### src/rtl/pulse_to_led_blinker_if.sv
// Event-pulse input and LED/status outputs of the pulse-to-LED blinker.
// The control side holds the master modport and the blinker holds the slave modport.
interface pulse_to_led_blinker_if #(
  parameter int Q_W = 4
);
  logic           pulse;
  logic           led_n;
  logic           busy;
  logic [Q_W-1:0] pending;
  logic           overflow;

  modport master (
    output pulse,
    input  led_n,
    input  busy,
    input  pending,
    input  overflow
  );

  modport slave (
    input  pulse,
    output led_n,
    output busy,
    output pending,
    output overflow
  );
endinterface

### src/rtl/pulse_to_led_blinker.sv
// Turns single-cycle event pulses into fixed-length blinks on an active-low LED.
// Events that arrive during a blink are counted in a saturating queue and replayed in order.
module pulse_to_led_blinker #(
  parameter int ON_CYCLES  = 12500000,
  parameter int OFF_CYCLES = 12500000,
  parameter int QUEUE_MAX  = 15,
  parameter int Q_W        = 4,
  parameter int CNT_W      = 32
) (
  input logic                   clk50,
  input logic                   rst,
  pulse_to_led_blinker_if.slave bus
);
  localparam logic [1:0] ST_IDLE = 2'd0;
  localparam logic [1:0] ST_ON   = 2'd1;
  localparam logic [1:0] ST_OFF  = 2'd2;

  localparam logic [CNT_W-1:0] ON_LOAD  = CNT_W'(ON_CYCLES - 1);
  localparam logic [CNT_W-1:0] OFF_LOAD = CNT_W'(OFF_CYCLES - 1);
  localparam logic [Q_W-1:0]   Q_MAX    = Q_W'(QUEUE_MAX);

  logic [1:0]       state, state_nx;
  logic [CNT_W-1:0] cnt, cnt_nx;
  logic [Q_W-1:0]   pending_q, pending_nx;
  logic             overflow_q, overflow_nx;
  logic             led_n_q, busy_q;
  logic             phase_done;

  assign phase_done = (cnt == '0);

  always_comb begin
    // NOTE: every signal gets a default before the case so that no path leaves it
    // unassigned; an unassigned path in combinational logic infers a latch.
    state_nx    = state;
    cnt_nx      = cnt;
    pending_nx  = pending_q;
    overflow_nx = overflow_q;

    case (state)
      ST_IDLE: begin
        if (bus.pulse) begin
          state_nx = ST_ON;
          cnt_nx   = ON_LOAD;
        end
      end

      ST_ON: begin
        if (bus.pulse) begin
          if (pending_q == Q_MAX) overflow_nx = 1'b1;
          else                    pending_nx  = pending_q + Q_W'(1);
        end
        if (phase_done) begin
          state_nx = ST_OFF;
          cnt_nx   = OFF_LOAD;
        end else begin
          cnt_nx = cnt - CNT_W'(1);
        end
      end

      ST_OFF: begin
        if (phase_done) begin
          // A pulse in the last dark cycle either starts the next blink itself or
          // cancels against the dequeue, so pending is untouched in that case.
          if (bus.pulse || pending_q != '0) begin
            state_nx = ST_ON;
            cnt_nx   = ON_LOAD;
            if (!bus.pulse) pending_nx = pending_q - Q_W'(1);
          end else begin
            state_nx = ST_IDLE;
          end
        end else begin
          cnt_nx = cnt - CNT_W'(1);
          if (bus.pulse) begin
            if (pending_q == Q_MAX) overflow_nx = 1'b1;
            else                    pending_nx  = pending_q + Q_W'(1);
          end
        end
      end

      default: begin
        state_nx = ST_IDLE;
        cnt_nx   = '0;
      end
    endcase
  end

  // NOTE: sequential state uses non-blocking assignments so every register samples
  // the pre-edge values, independent of statement order.
  always_ff @(posedge clk50) begin
    if (rst) begin
      state      <= ST_IDLE;
      cnt        <= '0;
      pending_q  <= '0;
      overflow_q <= 1'b0;
      led_n_q    <= 1'b1;
      busy_q     <= 1'b0;
    end else begin
      state      <= state_nx;
      cnt        <= cnt_nx;
      pending_q  <= pending_nx;
      overflow_q <= overflow_nx;
      led_n_q    <= (state_nx != ST_ON);
      busy_q     <= (state_nx != ST_IDLE);
    end
  end

  assign bus.led_n    = led_n_q;
  assign bus.busy     = busy_q;
  assign bus.pending  = pending_q;
  assign bus.overflow = overflow_q;
endmodule

### src/flat_wrapper.sv
// flat-port wrapper written by rule: the top's interface ports become plain ports
module pulse_to_led_blinker_flat 
#(
  parameter int ON_CYCLES  = 12500000,
  parameter int OFF_CYCLES = 12500000,
  parameter int QUEUE_MAX  = 15,
  parameter int Q_W        = 4,
  parameter int CNT_W      = 32
)
  (clk50, rst, bus_pulse, bus_led_n, bus_busy, bus_pending, bus_overflow);
  pulse_to_led_blinker_if #(.Q_W(Q_W)) bus_i ();
  input logic clk50;
  input logic rst;
  input wire logic [$bits(bus_i.pulse)-1:0] bus_pulse;
  output wire logic [$bits(bus_i.led_n)-1:0] bus_led_n;
  output wire logic [$bits(bus_i.busy)-1:0] bus_busy;
  output wire logic [$bits(bus_i.pending)-1:0] bus_pending;
  output wire logic [$bits(bus_i.overflow)-1:0] bus_overflow;
  assign bus_i.pulse = bus_pulse;
  assign bus_led_n = bus_i.led_n;
  assign bus_busy = bus_i.busy;
  assign bus_pending = bus_i.pending;
  assign bus_overflow = bus_i.overflow;
  pulse_to_led_blinker #(.ON_CYCLES(ON_CYCLES), .OFF_CYCLES(OFF_CYCLES), .QUEUE_MAX(QUEUE_MAX), .Q_W(Q_W), .CNT_W(CNT_W)) u_core (.clk50(clk50), .rst(rst), .bus(bus_i));
endmodule
### config.mk
export PLATFORM = sky130hd
export DESIGN_NAME = pulse_to_led_blinker_flat
export DESIGN_NICKNAME = d
export VERILOG_FILES = /design/src/rtl/pulse_to_led_blinker_if.sv /design/src/rtl/pulse_to_led_blinker.sv /design/src/flat_wrapper.sv
export SDC_FILE = /design/constraint.sdc
export NUM_CORES = 1
export LEC_CHECK = 0
export BUFFER_PORTS_ARGS = -buffer_cell sky130_fd_sc_hd__clkbuf_2
export CAP_MARGIN = 0
export CORE_MARGIN = 1.5
export CORE_UTILIZATION = 64
export CTS_BUF_LIST = sky130_fd_sc_hd__clkbuf_2
export DETAILED_ROUTE_END_ITERATION = 10
export HOLD_SLACK_MARGIN = 0.05
export PLACE_DENSITY = 0.82
export SETUP_SLACK_MARGIN = 0.05
export SKIP_LAST_GASP = 1
export SYNTH_ARGS = -nofsm -noshare
export SYNTH_HDL_FRONTEND = slang
export SYNTH_SLANG_ARGS = --single-unit
### constraint.sdc
create_clock -name clk50 -period 2.75 [get_ports clk50]
set_input_delay 0.4125 -clock clk50 [delete_from_list [all_inputs] [get_ports clk50]]
set_output_delay 0.4125 -clock clk50 [all_outputs]
set_load 0.03 [all_outputs]
* Word level (Yosys, flattened, before mapping)
Cells that the tools add are included. W data, S select, Z words.
Word-level totals: bits in registers 41, latch bits 0, bits in writable memories 0, memory bits (read-only) 0, input port bits 3, output and inout port bits 7, logic and storage cells 46, memories kept 0
Cells by class: $add $sub $neg 3, multipliers 0, divide/modulo/power cells 0, magnitude comparators 0, equality and inequality tests 8, shifts and indexed selects 0, mux-type cells 20, bitwise operators 0, reduce and logical (&&, ||, !) cells 9
Operators with widths (number):
- $mux W32 | 4
- $pmux W32 S3 | 1
- $logic_not A32 Y1 | 1
- $sub A32 B1 Y32 const B | 1
- $mux W4 | 5
- $pmux W4 S2 | 1
- $mux W2 | 3
- $ne A3 B3 Y1 const B | 2
- $pmux W2 S3 | 1
- $add A4 B1 Y4 const B | 1
- $eq A4 B4 Y1 const B | 1
- $mux W1 | 4
- $ne A2 B2 Y1 const B | 2
- $reduce_and A2 Y1 | 2
- $reduce_bool A2 Y1 | 2
- $reduce_bool A4 Y1 | 1
- $sub A4 B1 Y4 const B | 1
- $reduce_and A3 Y1 | 1
- $eq A2 B1 Y1 const B | 1
- $eq A2 B2 Y1 const B | 1
- $logic_not A2 Y1 | 1
- $ne A2 B1 Y1 const B | 1
- $pmux W1 S2 | 1
- $logic_or A1 B1 Y1 | 1

* Logic depth before layout (Yosys ltp)
Gate-level depths: netlist (run 1).
depth after elaboration 6, gate-level depth with buffers 10, mapped depth without buffers 8

* Least setup slack after synthesis (run 1)
Ideal clock, no wire load.
path type register -> register, from register u_core.pending_q[0], in the netlist u_core.bus.pending[0], to register u_core.cnt[11], setup time 0.073 ns, data arrival time 2.295 ns, data required time 2.677 ns, setup slack 0.382 ns, stages on the path, launching flop included 11, path buffers 2, period minus slack after synthesis 2.368 ns, path through dfxtp_1 > inv_1 > ha_1 > nor4b_1 > nand2_1 > or4_1 > buf_2 > a21oi_4 > buf_6 > a21oi_1 > o22ai_2
Between the ends: word-level cells in the longest chain between the ends 4
RTL lines:
- start: declaration | line pulse_to_led_blinker.sv:24 | logic [Q_W-1:0] pending_q, pending_nx;
- start signal: assignment | line pulse_to_led_blinker.sv:100 | pending_q <= pending_nx;
- $reduce_bool A4 Y1 | line pulse_to_led_blinker.sv:64 | if (bus.pulse || pending_q != '0) begin
- $logic_or A1 B1 Y1 | line pulse_to_led_blinker.sv:64
- $ne A3 B3 Y1 (no line)
- $reduce_and A2 Y1 (no line)
- end signal: assignment | line pulse_to_led_blinker.sv:99 | cnt <= cnt_nx;
- end: declaration | line pulse_to_led_blinker.sv:23 | logic [CNT_W-1:0] cnt, cnt_nx;
Every way passes these cells. A chain may end at the register's enable or synchronous reset.

* Worst setup path in the final report (run 1)
from register u_core.pending_q[0], in the netlist u_core.bus.pending[0], to register u_core.cnt[4]
The elaborated chain is that of the path after synthesis.

==> results of run 1 <==
how the worst min path moves through the flow:
stage / startpoint / endpoint / slack [ps] / cells after the start
after floorplan: u_core.cnt[11]$_SDFFE_PP0P_ / u_core.cnt[11]$_SDFFE_PP0P_ / 450 / 2
after global placement: u_core.bus.overflow$_SDFFE_PP0P_ / u_core.bus.overflow$_SDFFE_PP0P_ / 450 / 2
after detailed placement: u_core.bus.overflow$_SDFFE_PP0P_ / u_core.bus.overflow$_SDFFE_PP0P_ / 470 / 2
after CTS: rst / u_core.bus.pending[3]$_SDFFE_PP0P_ / 380 / 2
after global routing: rst / u_core.bus.pending[1]$_SDFFE_PP0P_ / 380 / 2
final: rst / u_core.bus.pending[3]$_SDFFE_PP0P_ / 400 / 2
synthesized netlist by cell type, types with 3 or more instances:
library cell / n
ha_1: 9
nor3_1: 11
clkbuf_1: 9
or3_1: 4
xor2_1: 4
a31oi_1: 5
dfxtp_1: 41
inv_1: 17
nand4_1: 6
nor2_1: 35
nor4_1: 12
o21ai_0: 11
nor4b_1: 3
buf_2: 5
or2_2: 3
xnor2_1: 14
nand2_1: 28
o311ai_0: 4
nor3_2: 3
nor4_2: 3
a21oi_1: 15
nand3_1: 11
or4_1: 6
o211ai_1: 4
stage by stage:
stage          hold slack (ps)  cells  area, um2  power (uW)  util (%)
2_1_floorplan              449    310       2520        1140         -
3_3_place_gp               453    367       2680        1270      72.0
3_5_place_dp               466    367       2680        1290      72.0
4_1_cts                    380    375       2740        1640      73.7
5_1_grt                    381    376       2760        1740      74.3
6_report                   397    376       2760        1650      74.3
critical path, stage by stage, from the launching register on:
cell     delay (ps)
dfxtp_1         400
inv_1           100
ha_1            200
nor4b_1         350
nand2_1         190
or4_1           690
a21oi_4         200
buf_12          150
a21oi_1          40
o22ai_1         150
sequential cells by signal, summed over array words and instances (netlist names):
signal and cells:
u_core.bus.pending 4, u_core.state 2, u_core.bus.busy 1, u_core.bus.overflow 1, u_core.bus.led_n 1, u_core.cnt 32
cell type report:
cell class	count	area (um2)	area share, %
inverter	17	63.8	2.31
multi-input combinational	236	1570	56.8
sequential	41	821	29.7
tap	48	60.1	2.18
clock inverter	2	33.8	1.22
clock buffer	6	30.0	1.09
timing repair buffer	26	185	6.71
cell families after synthesis:
family | after synthesis | synth area share (%)
muxes | 3 | 1.24
and+or+nand+nor | 147 | 34.3
DFF | 41 | 32.6
adders and majority gates | 9 | 4.47
AOI/OAI and AO/OA | 59 | 15.7
buffers and inverters | 33 | 5.46
xor gates and xnor gates | 18 | 6.26
metal layers:
metal | up-vias | track usage (%) | share of wire [%]
met5 | - | 0 | 0
met4 | 0 | 13.5 | 3.1
met3 | 22 | 7.71 | 5.5
met2 | 81 | 49.4 | 46
met1 | 1138 | 40.0 | 45
li1 | 1173 | - | -
timing repair:
action,in CTS,in global routing
gates resized for setup,0,0
setup endpoints to repair,0,12
buffers inserted,0,1
where the power goes:
part | switching (uW) | total [uW] | internal (uW)
clock | 195 | 350 | 155
combinational | 349 | 571 | 222
sequential | 71.9 | 729 | 658
==> flow_summary.yaml, run 1 <==
timing:
  tightest_slew_ps: 811
  min_period_ps: 2530
  clock_skew_ps: 4.18
  report.final.slew_viol_count: 0
  post-route-period-util_pct: 92.0
  setup-tns-final_ps: 0
  setup_viol: 0
  hold_violations: 0
  max_freq_mhz: 395
  fin_ws_ps: 221
  grt_setup_unrepaired: "false"
  slew_headroom_pct: 45.6
logic_synthesis:
  synth_fp_nets: 322
  avgSynthCellArea_um2: 8.12
  ys_seq_elements: 41
  synth.yosys.seq_area_share_pct: 32.6
  synth_ff_type: "dfxtp_1"
  ys_types: 60
  synth_edf_count: 0
  synth_area_leaders: "dfxtp_1, nor2_1, xnor2_1, ha_1, nand2_1"
  netlist.area_leader.share_pct: 32.6
  synthArstFlopShare_pct: 0
  ys.warnings.count: 0
  synth_top_area_cell: "dfxtp_1"
  netlist_area_um2: 2520
  netlist_instances: 310
floorplan:
  die_area_um2: 4320
  die_h_um: 65.7
  die_w_um: 65.7
  start_util_pct: 67.8
  io_pins: 10
  std_cell_rows: 22
  core_area_um2: 3720
detailed_routing:
  vias_per_cell: 6.42
  route.antenna.remaining_nets: 0
  drt_iter0_markers: 202
  finalWirelength_um: 6110
  wl_per_cell_um: 16.2
  num_vias: 2414
  first_pass_iters: 7
  drc: 0
cells_and_area:
  final_common_cell: "dfxtp_1"
  n_antenna_cell: 0
  fillCellCount: 290
  nets: 339
  drive_above_1_share_pct: 17.1
  area_growth_pct: 9.59
  final_cell_mix: "dfxtp_1, nor2_1, nand2_1, inv_1, buf_4"
global_routing:
  overflow: 0
  grt_max_degree: 17
  grt_usage_pct: 31.2
  grt_first_pass_wirelength_um: 10400
  grt_pass1_vias: 2215
  antenna_found_initial: 0
cts:
  numCtsBuffers: 5
  cts_buffer_depth: 2
  clock_sinks: 41
  root_buffer: "clkbuf_2"
  cts-htree-levels: 2
  tritoncts: "built"
  clk_latency_ps: 390
  clk_pin_slew_ps: 200
  cts_hold_buf: 0
worst_setup_path:
  crit_required_ps: 3090
  start_kind: "flop"
  worstPathArrival_ps: 2870
  critPathKind: "flop to flop"
  reg2reg_setup_slack_ps: 220
  r2r_start: "u_core.bus.pending[0]$_SDFFE_PP0P_"
  critPathCapture: "u_core.cnt[4]$_SDFFE_PP0P_"
  cp-end-kind: "flop"
  cp-startpoint: "u_core.bus.pending[0]$_SDFFE_PP0P_"
  reg2reg_depth: 9
  r2r-end: "u_core.cnt[4]$_SDFFE_PP0P_"
  cp_max_fo: 13
power_and_ir_drop:
  powerDensity_nw_per_um2: 598
  peakVddDrop_mv: 0.421
  p_leak_uw: 0.00101
worst_hold_path:
  holdCritPathClass: "input port to flop"
place:
  gp_congestion: 0.884
  io_buffers: 9
  pre_cts_ws_ps: 186
  place_hpwl_um: 4360
run:
  maxCapViolations: 0
status:
  status: "finished, final reports clean"
(Power assumes the default switching activity.)
==> inputs of run 2 (changes only) <==
Settings changed: CORE_MARGIN 1.5 to 5, CORE_UTILIZATION 64 to 68, PLACE_DENSITY 0.82 to 0.87.
Clock period 2.75 ns to 2.93 ns, I/O delays scaled along.
==> run 2 against run 1 <==
  * Cell count is 2.9% lower
  * Hold slack better by 22 ps
  * First-iteration DRC count is 12% lower
  * Die area is 16% higher
  * Utilization is 1.3 points lower
  * Flip-flop and latch count stayed put
  * Register-to-register slack better by 150 ps
  * Highest routed layer unchanged
==> flow_summary.yaml, run 2 (synthesized netlist as in run 1, its figures left out) <==
detailed_routing:
  wl_per_cell_um: 16.5
  first_pass_iters: 4
  num_vias: 2352
  drc: 0
  drt_iter0_markers: 178
  route.antenna.remaining_nets: 0
  finalWirelength_um: 6010
  vias_per_cell: 6.44
cts:
  cts_setup_buffers: 0
  clk_pin_slew_ps: 210
  root_buffer: "clkbuf_2"
  numCtsBuffers: 5
  cts-htree-levels: 2
  clock_sinks: 41
  cts_hold_buf: 0
  cts_buffer_depth: 2
  tritoncts: "built"
  clk_latency_ps: 410
cells_and_area:
  drive_above_1_share_pct: 14.8
  final_cell_mix: "dfxtp_1, nor2_1, nand2_1, inv_1, a21oi_1"
  final_common_cell: "dfxtp_1"
  multiInputGateArea_um2: 1570
  n_antenna_cell: 0
  regMostFlops: "u_core.cnt"
  largest_reg_flops: 32
  area_growth_pct: 5.22
  seq_area_um2: 821
  nets: 328
  fillCellCount: 302
floorplan:
  die_area_um2: 5020
  start_util_pct: 69.3
  io_pins: 10
  die_h_um: 70.9
  core_area_um2: 3630
  std_cell_rows: 22
  die_w_um: 70.9
global_routing:
  overflow: 0
  antenna_found_initial: 0
  grt_usage_pct: 24.9
  grt_first_pass_wirelength_um: 10300
  grt_max_degree: 17
  grt_pass1_vias: 2155
timing:
  slew_headroom_pct: 46.7
  fin_ws_ps: 368
  setup_viol: 0
  clock_skew_ps: 12.8
  post-route-period-util_pct: 87.4
  max_freq_mhz: 390
  report.final.slew_viol_count: 0
  min_period_ps: 2560
  grt_setup_unrepaired: "false"
  hold_violations: 0
  setup-tns-final_ps: 0
  tightest_slew_ps: 792
worst_hold_path:
  holdCritPathClass: "input port to flop"
  hold_path_depth: 2
  holdPathEnd: "u_core.bus.pending[3]$_SDFFE_PP0P_"
  hold_path.startpoint: "rst"
worst_setup_path:
  critPathKind: "flop to flop"
  worstPathArrival_ps: 2920
  crit_required_ps: 3290
  reg2reg_depth: 8
  r2r_start: "u_core.bus.pending[0]$_SDFFE_PP0P_"
  r2r-end: "u_core.cnt[15]$_SDFFE_PP0P_"
  reg2reg_setup_slack_ps: 370
  cp_max_fo: 13
  cp-end-kind: "flop"
  start_kind: "flop"
place:
  io_buffers: 9
  place_hpwl_um: 4370
  gp_congestion: 0.932
  pre_cts_ws_ps: 378
power_and_ir_drop:
  powerDensity_nw_per_um2: 538
  p_leak_uw: 0.000943
  peakVddDrop_mv: 0.368
status:
  status: "finished, final reports clean"
run:
  maxCapViolations: 0
[run 2: cell count changes in the layout (fill, tap and decap cells not counted)]
cell,before,now
nor4b_1,3,2
bufinv_16,1,0
buf_4,16,6
buf_12,1,0
clkinv_1,1,0
clkbuf_2,15,14
nor4b_2,1,2
clkinvlp_4,0,1
clkinv_2,0,2
[run 2: how the worst max path moves through the flow]
stage                                             from                          end  slack, ps  cells after the start
floorplan           u_core.bus.pending[0]$_SDFFE_PP0P_  u_core.cnt[11]$_SDFFE_PP0P_        560                     10
global placement                             bus_pulse  u_core.cnt[17]$_SDFFE_PP0P_        430                      7
detailed placement  u_core.bus.pending[0]$_SDFFE_PP0P_   u_core.cnt[4]$_SDFFE_PP0P_        380                      8
CTS                 u_core.bus.pending[0]$_SDFFE_PP0P_  u_core.cnt[15]$_SDFFE_PP0P_        350                      8
global route        u_core.bus.pending[1]$_SDFFE_PP0P_  u_core.cnt[15]$_SDFFE_PP0P_        170                      8
finish              u_core.bus.pending[0]$_SDFFE_PP0P_  u_core.cnt[15]$_SDFFE_PP0P_        370                      8
[run 2: routing by layer]
layer  track usage (%)  wire length (um)  vias to the layer above  part of all wire (%)
met4              6.47               179                        0                   3.0
met1              33.0              2670                     1091                    44
li1                  -                 -                     1147                     -
met5                 0                 0                        -                     0
met3              5.40               428                       18                   7.1
met2              41.1              2730                       96                    45
[run 2: cell type report]
class / count / share of cell area [%]
multi-input cells: 236 / 59.3
flip-flops and latches: 41 / 31.0
repair buffers: 15 / 3.40
inverters: 17 / 2.41
well taps: 48 / 2.27
clock buffers: 5 / 0.944
clock inverters: 3 / 0.661
[run 2: through the flow]
stage               cell area [um2]  std cells  utilization [%]  power (uW)  hold WS, ps
global placement               2600        357             71.6        1160          451
floorplan                      2520        310                -        1070          449
finish                         2650        365             72.9        1430          420
global route                   2650        365             72.9        1510          404
detailed placement             2600        357             71.6        1180          478
CTS                            2640        365             72.8        1420          397
[run 2: timing repair]
item | 4_1_cts | 5_1_grt
hold endpoints to repair | 0 | 0
resized for setup | 0 | 1
setup endpoints to repair | 0 | 4
[run 2: critical path, stage by stage (launching register included)]
cell     delay [ps]
dfxtp_1         400
inv_1            90
ha_1            210
nor4b_2         310
nand2_1         160
or4_1           690
a21oi_4         410
a21oi_1          80
o22ai_1         160
[run 2: power breakdown]
| group | switching [uW] | leakage (uW) | total [uW] | internal (uW) |
|---|---|---|---|---|
| logic | 313 | 0.000578 | 491 | 178 |
| clock network | 193 | 0.0000287 | 249 | 55.6 |
| registers | 69.1 | 0.000336 | 686 | 617 |
==> inputs of run 3 (changes only) <==
Settings changed: ABC_AREA from default to 1, PLACE_DENSITY 0.87 to 0.86, TNS_END_PERCENT from default to 10.
==> run 3 against run 2 <==
  * First-iteration DRC count increased by 73%
  * Combinational power decreased by 11%
  * Total power is 6.7% lower
  * Via count up 29%
  * Global-route usage rose by 0.52 points
  * Clock-buffer cell count up 1
  * Sequential power shrank 6.6%
  * Die area rose by 15%
  * Register-to-register slack gained 320 ps
  * Largest cell class unchanged
  * Highest routed layer unchanged
==> flow_summary.yaml, run 3 <==
worst_setup_path:
  critPathKind: "flop to flop"
  crit_buf_inv: 5
  cp_cell_sequence: "inv_1 > ha_1 > inv_1 > nor2_1 > inv_1 > buf_4 > nand3_2 > nand2_4 > clkinv_2 > nand2_1 > nor2_1"
  r2r_start: "u_core.state[0]$_SDFF_PP0_"
  worstPathArrival_ps: 2580
  path_delay_family: "buffers and inverters"
  cp_slowest_stage_delay_ps: 420
  slowest_stage: "dfxtp_1"
  start_kind: "flop"
  cp-end-kind: "flop"
  crit_required_ps: 3270
  cpMostUsedCell: "inv_1"
  cp-startpoint: "u_core.state[0]$_SDFF_PP0_"
  cp_max_fo: 16
logic_synthesis:
  ys_seq_elements: 41
  synth_top_area_cell: "dfxtp_1"
  synth.yosys.seq_area_share_pct: 27.7
  netlist_area_um2: 2960
  ys_types: 34
  netlist.area_leader.share_pct: 27.7
  synth_area_leaders: "dfxtp_1, nand2_1, nor2_1, inv_1, nand3_1"
  ys.warnings.count: 0
  synth_fp_nets: 505
  synth_ff_type: "dfxtp_1"
  synthArstFlopShare_pct: 0
  synth_edf_count: 0
  avgSynthCellArea_um2: 6.00
  synth_common_cells: "nand2_1, nor2_1, inv_1"
  yosysMostFrequentCell: "nand2_1"
  netlist_instances: 493
cells_and_area:
  nets: 509
  regMostFlops: "u_core.cnt"
  n_antenna_cell: 0
  final_common_cell: "nand2_1"
  largest_reg_flops: 32
  drive_above_1_share_pct: 7.03
  final_cell_mix: "nand2_1, nor2_1, inv_1, dfxtp_1, nand3_1"
  post-route-cell-area_um2: 3030
  fillCellCount: 388
  area_growth_pct: 2.28
  fin_cells: 550
global_routing:
  grt_pass1_vias: 2665
  grt_first_pass_wirelength_um: 12500
  overflow: 0
  grt_use_met3_pct: 5.21
  grt_usage_pct: 25.4
  gr-usage-met2_pct: 39.9
  grt_util_met1_pct: 35.2
  antenna_found_initial: 0
  grt_max_degree: 32
  grt-busiest-layer: "met2"
detailed_routing:
  wl_per_cell_um: 13.1
  finalWirelength_um: 7210
  drc: 0
  drt_iter0_markers: 308
  first_pass_iters: 5
  num_vias: 3030
  route.antenna.remaining_nets: 0
  vias_per_cell: 5.51
power_and_ir_drop:
  peakVddDrop_mv: 0.270
  seq_power_share_pct: 48.2
  p_leak_uw: 0.00149
  intPower_uw: 796
  switchingPower_uw: 535
  clockPowerShare_pct: 19.0
  powerDensity_nw_per_um2: 440
  power_frac_comb_pct: 32.8
  p_sw_share_pct: 40.2
worst_hold_path:
  holdCritPathClass: "flop to flop"
  hold_path.startpoint: "u_core.cnt[0]$_SDFFE_PP0P_"
place:
  gp_congestion: 0.965
  placed_cell_area_um2: 2990
  io_buffers: 9
  dpl.cell_count: 542
  place_hpwl_um: 5370
cts:
  root_buffer: "clkbuf_2"
  cts_setup_buffers: 0
  cts-htree-levels: 2
  clk_latency_ps: 410
  cts.repair.resized: 0
  clk_pin_slew_ps: 210
  cts_buffer_depth: 2
  clock_sinks: 41
  cts_hold_buf: 0
  numCtsBuffers: 5
  tritoncts: "built"
floorplan:
  io_pins: 10
  core_area_um2: 4290
  start_util_pct: 68.9
  die_area_um2: 5770
  die_w_um: 76.0
  die_h_um: 76.0
  std_cell_rows: 24
timing:
  setup-tns-final_ps: 0
  max_freq_mhz: 447
  setup_viol: 0
  slew_headroom_pct: 51.2
  grt_setup_unrepaired: "false"
  hold_violations: 0
  clock_skew_ps: 8.21
  tightest_slew_ps: 729
  min_period_ps: 2240
  post-route-period-util_pct: 76.4
  report.final.slew_viol_count: 0
status:
  status: "finished, final reports clean"
run:
  maxCapViolations: 0
run 3: changes by cell type after synthesis, sizes merged, moves of 7 or more:
cell and change:
a21oi +9, inv +43, nand2 +131, nand3 +27, nand4 +8, nor2 +43, nor4 -17, o21ai +7
or4 -8, xnor2 -12
run 3: path summary, 6_finish.rpt:
kind | slack, ps | cells after the start | end
max | 690 | 11 | u_core.cnt[22]$_SDFFE_PP0P_
min | 490 | 2 | u_core.cnt[0]$_SDFFE_PP0P_
max reg2reg | 690 | 11 | u_core.cnt[22]$_SDFFE_PP0P_
min reg2reg | 490 | 2 | u_core.cnt[0]$_SDFFE_PP0P_
run 3: cell families after synthesis:
family / after synthesis / share of synthesized area (%)
and+or+nand+nor: 312 / 46.8
xor gates and xnor gates: 7 / 2.07
AOI/OAI and AO/OA: 48 / 8.33
DFF: 41 / 27.7
buffers and inverters: 76 / 11.2
adders and majority gates: 9 / 3.81
run 3: metrics by stage:
| stage | hold slack, ps | setup WS [ps] | util, % | power, uW |
|---|---|---|---|---|
| global placement | 453 | 825 | 69.5 | 1070 |
| floorplan | 443 | 1180 | - | 994 |
| finish | 494 | 692 | 70.5 | 1330 |
| detailed placement | 470 | 731 | 69.5 | 1080 |
| CTS | 494 | 703 | 70.5 | 1330 |
| global route | 511 | 419 | 70.5 | 1430 |
run 3: layout make-up:
class | instances | area, um2 | area share [%]
repair buffers | 11 | 60.1 | 1.99
clock inverters | 2 | 10.0 | 0.331
multi-input cells | 376 | 1810 | 59.7
flip-flops and latches | 41 | 821 | 27.1
inverters | 62 | 234 | 7.73
clock buffers | 6 | 30.0 | 0.993
well taps | 52 | 65.1 | 2.15
run 3: worst register-to-register path, stage by stage, from the launching register on:
cell,delay (ps)
dfxtp_1,420
inv_1,100
ha_1,240
inv_1,360
nor2_1,110
inv_1,180
buf_4,250
nand3_2,120
nand2_4,130
clkinv_2,130
nand2_1,90
nor2_1,50
run 3: power by group through the flow:
stage,sequential [uW],clock (uW),combinational [uW]
floorplan,644,0,350
global placement,648,0,419
detailed placement,651,0,428
CTS,639,257,430
global route,647,291,492
finish,641,253,437
run 3: metal layers:
layer	share of wire (%)	vias up
li1	-	1564
met1	45	1334
met2	46	113
met3	7.3	19
met4	2.4	0
met5	0	-
